--- src/rtl/bcd_reg_bank_param.sv ---
// Parametrised BCD register bank: range-checked bus writes, BCD step up/down with wrap, registered readback.
// Optional `SHADOW_SNAP_EN` adds a snapshot shadow bank that drives regs_flat for coherent display.
module bcd_reg_bank_param #(
  parameter int NUM_REGS = 9,
  parameter int DATA_W   = 8,
  parameter int ADDR_W   = 4,
  parameter logic [NUM_REGS*DATA_W-1:0] LIMIT_MAX = 72'h59_59_23_99_12_31_59_59_23,
  parameter logic [NUM_REGS*DATA_W-1:0] LIMIT_MIN = 72'h00_00_00_00_01_01_00_00_00
) (
  input  logic                       clk,
  input  logic                       reset,
  input  logic                       wr_en,
  input  logic [ADDR_W-1:0]          wr_addr,
  input  logic [DATA_W-1:0]          wr_data,
  input  logic                       step_inc,
  input  logic                       step_dec,
  input  logic [ADDR_W-1:0]          step_addr,
  input  logic [ADDR_W-1:0]          rd_addr,
  output logic [DATA_W-1:0]          rd_data,
  output logic                       wr_err,
  output logic                       upd_stb,
  output logic [ADDR_W-1:0]          upd_addr,
  output logic [NUM_REGS*DATA_W-1:0] regs_flat,
  input  logic                       snap
);

  localparam int NDIG = DATA_W / 4;

  function automatic logic is_bcd(input logic [DATA_W-1:0] v);
    logic ok;
    ok = 1'b1;
    for (int d = 0; d < NDIG; d++) begin
      if (v[d*4 +: 4] > 4'd9) ok = 1'b0;
    end
    return ok;
  endfunction

  function automatic logic [DATA_W-1:0] bcd_inc(input logic [DATA_W-1:0] v);
    logic [DATA_W-1:0] r;
    logic              c;
    r = v;
    c = 1'b1;
    for (int d = 0; d < NDIG; d++) begin
      if (c) begin
        if (r[d*4 +: 4] == 4'd9) begin
          r[d*4 +: 4] = 4'd0;
        end else begin
          r[d*4 +: 4] = r[d*4 +: 4] + 4'd1;
          c = 1'b0;
        end
      end
    end
    return r;
  endfunction

  function automatic logic [DATA_W-1:0] bcd_dec(input logic [DATA_W-1:0] v);
    logic [DATA_W-1:0] r;
    logic              b;
    r = v;
    b = 1'b1;
    for (int d = 0; d < NDIG; d++) begin
      if (b) begin
        if (r[d*4 +: 4] == 4'd0) begin
          r[d*4 +: 4] = 4'd9;
        end else begin
          r[d*4 +: 4] = r[d*4 +: 4] - 4'd1;
          b = 1'b0;
        end
      end
    end
    return r;
  endfunction

  logic [DATA_W-1:0]   r_regs     [NUM_REGS];
  logic [DATA_W-1:0]   w_reg_next [NUM_REGS];
  logic [NUM_REGS-1:0] w_wr_ok;
  logic [NUM_REGS-1:0] w_step_app;

  logic [DATA_W-1:0] r_rd_data;
  logic              r_wr_err;
  logic              r_upd_stb;
  logic [ADDR_W-1:0] r_upd_addr;

  logic              w_step_one;
  logic              w_step_collide;
  logic              w_wr_acc;
  logic              w_step_acc;
  logic [DATA_W-1:0] w_rd_val;
  logic [ADDR_W-1:0] w_upd_addr_next;

  assign w_step_one     = step_inc ^ step_dec;
  // A write to the stepped address swallows the step even when the write itself is rejected.
  assign w_step_collide = wr_en && (wr_addr == step_addr);

  for (genvar gi = 0; gi < NUM_REGS; gi++) begin : gen_reg
    localparam logic [DATA_W-1:0] L_MAX  = LIMIT_MAX[gi*DATA_W +: DATA_W];
    localparam logic [DATA_W-1:0] L_MIN  = LIMIT_MIN[gi*DATA_W +: DATA_W];
    localparam logic [ADDR_W-1:0] L_ADDR = ADDR_W'(gi);

    logic              w_wr_hit;
    logic              w_step_hit;
    logic              w_in_range;
    logic [DATA_W-1:0] w_step_val;

    assign w_wr_hit    = wr_en && (wr_addr == L_ADDR);
    assign w_wr_ok[gi] = w_wr_hit && is_bcd(wr_data) &&
                         (wr_data >= L_MIN) && (wr_data <= L_MAX);
    assign w_step_hit  = w_step_one && (step_addr == L_ADDR) && !w_step_collide;
    assign w_step_app[gi] = w_step_hit;
    assign w_in_range  = is_bcd(r_regs[gi]) && (r_regs[gi] >= L_MIN) && (r_regs[gi] <= L_MAX);

    always_comb begin
      w_step_val = L_MIN;
      if (!w_in_range) begin
        w_step_val = L_MIN;
      end else if (step_inc) begin
        w_step_val = (r_regs[gi] == L_MAX) ? L_MIN : bcd_inc(r_regs[gi]);
      end else begin
        w_step_val = (r_regs[gi] == L_MIN) ? L_MAX : bcd_dec(r_regs[gi]);
      end
    end

    assign w_reg_next[gi] = w_wr_ok[gi] ? wr_data :
                            w_step_hit  ? w_step_val : r_regs[gi];
  end

  assign w_wr_acc   = |w_wr_ok;
  assign w_step_acc = |w_step_app;

  always_comb begin
    w_upd_addr_next = r_upd_addr;
    if (w_wr_acc) begin
      w_upd_addr_next = wr_addr;
    end else if (w_step_acc) begin
      w_upd_addr_next = step_addr;
    end
  end

  always_comb begin
    w_rd_val = '0;
    for (int i = 0; i < NUM_REGS; i++) begin
      if (rd_addr == ADDR_W'(i)) w_rd_val = r_regs[i];
    end
  end

  always_ff @(posedge clk or posedge reset) begin
    if (reset) begin
      for (int i = 0; i < NUM_REGS; i++) begin
        r_regs[i] <= LIMIT_MIN[i*DATA_W +: DATA_W];
      end
      r_rd_data  <= '0;
      r_wr_err   <= 1'b0;
      r_upd_stb  <= 1'b0;
      r_upd_addr <= '0;
    end else begin
      for (int i = 0; i < NUM_REGS; i++) begin
        r_regs[i] <= w_reg_next[i];
      end
      r_rd_data  <= w_rd_val;
      r_wr_err   <= wr_en && !w_wr_acc;
      r_upd_stb  <= w_wr_acc || w_step_acc;
      r_upd_addr <= w_upd_addr_next;
    end
  end

  assign rd_data  = r_rd_data;
  assign wr_err   = r_wr_err;
  assign upd_stb  = r_upd_stb;
  assign upd_addr = r_upd_addr;

`ifdef SHADOW_SNAP_EN
  logic [DATA_W-1:0] r_shadow [NUM_REGS];

  // Shadow captures the pre-edge live values, so a same-cycle write/step is not included.
  always_ff @(posedge clk or posedge reset) begin
    if (reset) begin
      for (int i = 0; i < NUM_REGS; i++) begin
        r_shadow[i] <= LIMIT_MIN[i*DATA_W +: DATA_W];
      end
    end else if (snap) begin
      for (int i = 0; i < NUM_REGS; i++) begin
        r_shadow[i] <= r_regs[i];
      end
    end
  end

  for (genvar gi = 0; gi < NUM_REGS; gi++) begin : gen_flat
    assign regs_flat[gi*DATA_W +: DATA_W] = r_shadow[gi];
  end
`else
  logic w_unused_snap;
  assign w_unused_snap = snap;

  for (genvar gi = 0; gi < NUM_REGS; gi++) begin : gen_flat
    assign regs_flat[gi*DATA_W +: DATA_W] = r_regs[gi];
  end
`endif

endmodule

--- config.mk ---
export PLATFORM = sky130hd
export DESIGN_NAME = bcd_reg_bank_param
export DESIGN_NICKNAME = d
export VERILOG_FILES = /design/src/rtl/bcd_reg_bank_param.sv
export SDC_FILE = /design/constraint.sdc
export NUM_CORES = 1
export LEC_CHECK = 0
export BUFFER_PORTS_ARGS = -buffer_cell sky130_fd_sc_hd__buf_2
export CORE_MARGIN = 3
export CORE_UTILIZATION = 55
export CTS_CLUSTER_DIAMETER = 50
export DETAILED_ROUTE_END_ITERATION = 16
export PLACE_DENSITY_LB_ADDON = 0.2
export REMOVE_ABC_BUFFERS = 1
export SYNTH_ARGS = -nofsm -noshare
export SYNTH_HDL_FRONTEND = slang
export SYNTH_SLANG_ARGS = --single-unit
--- constraint.sdc ---
create_clock -name clk -period 3.1 [get_ports clk]
set_clock_uncertainty 0.1 [all_clocks]
set_input_delay 0.31 -clock clk [delete_from_list [all_inputs] [get_ports clk]]
set_output_delay 0.31 -clock clk [all_outputs]
set_load 0.005 [all_outputs]
==> Yosys cells after proc, flatten, opt, wreduce, memory -nomap -nowiden <==
Index checks and enable logic that the tools add are counted.
{ "word_totals": {"wordCells": 495, "out_inout_bits": 86, "reg_bits": 86} }
{ "op_classes": {"n_eq_ne": 72, "n_bitwise": 1, "addsub": 36, "reduce_logical": 126, "mux": 193, "order_cmp": 45} }
{ "ops": {"columns": ["operator", "count"], "rows": [
  ["8-bit two-way mux", 63],
  ["4-bit two-way mux", 56],
  ["5-bit by 3-bit != test with 1-bit output (second input constant)", 18],
  ["8-bit by 1-bit greater-or-equal comparator with 1-bit output (second input constant)", 11],
  ["4-bit == test (second input constant)", 21],
  ["4-bit logical NOT", 21],
  ["4-bit > comparator (second input constant)", 20],
  ["1-bit logical AND", 74],
  ["1-bit two-way mux", 74],
  ["4-bit by 1-bit adder with 4-bit output (second input constant)", 18],
  ["4-bit by 1-bit subtractor with 4-bit output (second input constant)", 18],
  ["8-bit logical NOT", 7],
  ["4-bit by 3-bit == test with 1-bit output (second input constant)", 12],
  ["8-bit by 6-bit less-or-equal comparator with 1-bit output (second input constant)", 5],
  ["8-bit by 7-bit less-or-equal comparator with 1-bit output (second input constant)", 5],
  ["8-bit by 7-bit == test with 1-bit output (second input constant)", 4],
  ["3-bit AND reduction", 9],
  ["4-bit by 2-bit == test with 1-bit output (second input constant)", 6],
  ["8-bit by 6-bit == test with 1-bit output (second input constant)", 3],
  ["2-bit nonzero test", 10],
  ["9-bit OR reduction", 2],
  ["8-bit by 1-bit == test with 1-bit output (second input constant)", 2],
  ["8-bit by 5-bit less-or-equal comparator with 1-bit output (second input constant)", 2],
  ["8-bit less-or-equal comparator (second input constant)", 2],
  ["other kinds (7)", 10]
]} }

==> Depth between registers and ports, before layout <==
{ "depth": {"depth_word": 12, "ltp_mapped": 9, "ltp_nobuf": 8} }

==> Worst setup path after synthesis <==
Ideal clock, no wire load.
{ "synth_timing": {"path_type": "register -> register", "from": "register r_regs (netlist bit regs_flat[50])", "to": "register r_regs (netlist bit regs_flat[54])", "synth_period_minus_slack_ns": 2.267, "stages_incl_launch_ff": 8, "arrival_time_ns": 2.042, "n_path_buf": 1, "slack_ns": 0.833, "setup_time_ns": 0.125, "path_cell_list": "dfrtp_1 -> clkbuf_1 -> nor2_1 -> nand4_1 -> a221oi_1 -> nand3_1 -> a21oi_2 -> mux2_2"} }
{ "synth_between": {"elab_chain_cells": 8} }
{ "synth_rtl": {"columns": ["item", "line", "text"], "rows": [
  ["start: declaration", "74", "logic [DATA_W-1:0] r_regs [NUM_REGS];"],
  ["start signal: indexed assignment", "149", "r_regs[i] <= LIMIT_MIN[i*DATA_W +: DATA_W];"],
  ["start signal: indexed assignment", "157", "r_regs[i] <= w_reg_next[i];"],
  ["4-bit > comparator", "33", "if (v[d*4 +: 4] > 4'd9) ok = 1'b0;"],
  ["1-bit two-way mux (2 in a row)", "33", null],
  ["1-bit logical AND (2 in a row)", "110", "assign w_in_range = is_bcd(r_regs[gi]) && (r_regs[gi] >= L_MIN) && (r_regs[gi] <= L_MAX);"],
  ["8-bit two-way mux", "114", "if (!w_in_range) begin"],
  ["8-bit two-way mux", "124", "w_step_hit ? w_step_val : r_regs[gi];"],
  ["8-bit two-way mux", "123", "assign w_reg_next[gi] = w_wr_ok[gi] ? wr_data :"]
]} }
Parallel ways exist; a longest one is shown, timed or not. The select of a mux whose other input is x is not followed.
A chain may end at the register's enable or synchronous reset.

==> Worst setup path after layout <==
{ "layout_timing": {"from": "register r_regs (netlist bit regs_flat[52])", "to": "register r_regs (netlist bit regs_flat[54])"} }
{ "layout_between": {"elab_chain_cells": 8} }
{ "layout_rtl": {"columns": ["item", "line", "text"], "rows": [
  ["4-bit by 1-bit subtractor with 4-bit output (tied with other cells)", "66", "r[d*4 +: 4] = r[d*4 +: 4] - 4'd1;"],
  ["4-bit two-way mux (on tied branches)", "63, 45", null],
  ["4-bit two-way mux (on tied branches)", "62, 44", null],
  ["8-bit two-way mux (on tied branches)", "119, 117", null],
  ["8-bit two-way mux", "116", "end else if (step_inc) begin"],
  ["8-bit two-way mux", "114", null],
  ["8-bit two-way mux", "124", null],
  ["8-bit two-way mux", "123", null]
]} }
Parallel ways exist; a longest one is shown, timed or not. The select of a mux whose other input is x is not followed.

==> results.cfg <==
[critical_path]
crit_path_end_kind = flip-flop
startpoint_type = flip-flop
cp.arrival_ns = 2.74
worstPathRequired_ns = 3.24
critPathMaxFanout = 8
setup.worst_path.class = flip-flop to flip-flop

[timing]
report.final.slew_viol_count = 0
fin_ws_ns = 0.504
setup_tns_ns = 0
hold_violations = 0
setup_viol = 0
min_period_ns = 2.60
rsz0062_at_grt = false
relSlewSlack_pct = 15.6
fmax_mhz = 385
worstMarginPinSlew_ns = 1.25
finalCritPeriodShare_pct = 83.7

[detailed_routing]
drt-pass1-iter-count = 5
drtIter0Drc = 808
wl_per_cell_um = 19.3
drc_errors = 0
ant_nets = 0
routed_via_density = 6.56
vias = 8363
drt-total-wl_mm = 24.6

[place]
placed_cell_area_um2 = 8620
pre_cts_ws_ns = 0.470
io_buffers = 110
gp_congestion = 0.949
dp_cells = 1257
hpwl_mm = 17.3

[grt]
grt_max_degree = 83
grt.total_usage_pct = 29.9
grt_pass1_wl_mm = 39.0
grt_pass1_vias = 7253
grt-ovfl-total = 0
antenna_found_initial = 1

[layout]
final_area_um2 = 8920
final_nets = 1138
final_core_util_pct = 63.5
layout-drive-gt1-share_pct = 17.8
num-fill-cells = 1244
stdcell_count = 1275
area_growth_syn_to_layout_pct = 11.7

[cts]
cts_tree = yes
clkSinkCount = 86
post-cts-setup-buffer-count = 0
clkTransAtPathRegs_ns = 0.06
h-tree-depth = 3
cts_resized = 0
numCtsBuffers = 9
worstSkewPairLatency_ns = 0.36
clockBufferDepth = 2
cts-root-buf = clkbuf_16

[logic_synthesis]
synth_common_cells = nand2_1, nor2_1, dfrtp_1, a21oi_1, clkbuf_1
synth_top_flop_cell = dfrtp_1
ys_ff_latch = 86
synth-edff-count = 0
synthTopCellsByArea = dfrtp_1, a21oi_1, nand2_1, nor2_1, ha_1
synth_top_area_share_pct = 26.3
syn_area_per_cell_um2 = 7.75
synth_top_cell_by_area = dfrtp_1
syn_area_um2 = 7990
syn-instance-count = 1031
yosysSeqAreaShare_pct = 27.0
ys_warn_count = 0
async_flop_share_pct = 100
ys_types = 87
yosysMostFrequentCell = nand2_1

[power]
leakage_nw = 3.89
ir_worst_vdd_mv = 0.429
powerDensity_nw_per_um2 = 839

[floorplan]
die_h_um = 127
die_x_um = 127
die-area_um2 = 16000
row_count = 43
ios = 112
core_um2 = 14000
initial_utilization_pct = 56.9

[hold_path]
hold_path.class = input pin to flip-flop

[flow_run]
drv_cap = 0

[status]
status = finished, final reports clean
==> metal layers <==
layer	vias up	wire [um]	global-route usage (%)
li1	3955	-	-
met5	-	13	0
met2	379	11100	45.3
met3	47	1980	6.32
met4	2	703	9.65
met1	3980	10800	42.7
==> sequential cells by signal, summed over array words and instances, names as in the netlist <==
name	cells
upd_addr	4
wr_err	1
upd_stb	1
rd_data	8
regs_flat	72
==> metrics by stage <==
step                      total power, mW  hold WS (ns)
final                                7.49         0.184
after CTS                            7.44         0.169
after global placement               6.30         0.306
after detailed placement             6.35         0.318
after floorplan                      4.97         0.301
after global routing                 8.11         0.188
==> cells by family (layout without fill, tap and decap cells) <==
family,after synthesis,in the layout,synth area share [%]
fa+ha+maj,23,23,3.60
compound gates,328,328,27.0
mux,56,56,8.50
buf+inv,120,183,5.95
other cells,0,1,0
simple gates,392,392,25.1
flops,86,86,27.0
xor+xnor,26,26,2.85
==> critical path, stage by stage (launching register included) <==
cell	delay, ns
dfrtp_1	0.48
inv_1	0.17
ha_1	0.22
nand4_1	0.20
a221oi_1	0.48
nand3_1	0.16
a21oi_2	0.31
mux2_2	0.37
==> placed cells by master, fill, tap and decap left out, drive strengths merged, types with 9 or more instances in the layout <==
cell / n
a211oi: 11
a21oi: 82
a221o: 9
a22oi: 19
a31oi: 11
and2: 11
and3: 14
buf: 135
clkbuf: 13
dfrtp: 84
ha: 23
inv: 30
mux2: 22
mux2i: 27
nand2: 99
nand3: 45
nor2: 89
nor2b: 14
nor3: 39
nor4: 15
o211ai: 14
o21ai: 83
o221ai: 11
o22ai: 10
xnor2: 21
==> final timing paths <==
path	to	slack, ns	start	cells after the start
worst max register to register	regs_flat[54]	0.50	regs_flat[52]	7
worst min register to register	regs_flat[38]	0.49	regs_flat[38]	1
worst max-delay path	regs_flat[54]	0.50	regs_flat[52]	7
worst min-delay path	wr_err	0.18	wr_en	2
max in group asynchronous	regs_flat[24]	1.69	reset	4
min in group asynchronous	upd_addr[1]	0.47	reset	3
==> area by class of cell <==
class | instances | area [um2] | share of cell area, %
tap | 180 | 225 | 2.52
clock buffer | 13 | 270 | 3.03
antenna | 1 | 2.50 | 0.0280
inverter | 31 | 118 | 1.32
clock inverter | 3 | 17.5 | 0.196
multi-input combinational | 825 | 5360 | 60.1
sequential | 86 | 2150 | 24.1
timing repair buffer | 136 | 776 | 8.69
==> report_power, final <==
part	internal (mW)	switching (mW)	total, mW
sequential	1.51	1.12	2.64
clock	0.606	0.462	1.07
combinational	1.83	1.95	3.78
==> what timing repair did <==
item / in CTS / in global routing
hold buffers: 1 / 0
endpoints found under the hold margin: 34 / 0
endpoints found under the setup margin: 0 / 0
No activity file was read; power rests on OpenSTA's default activity.
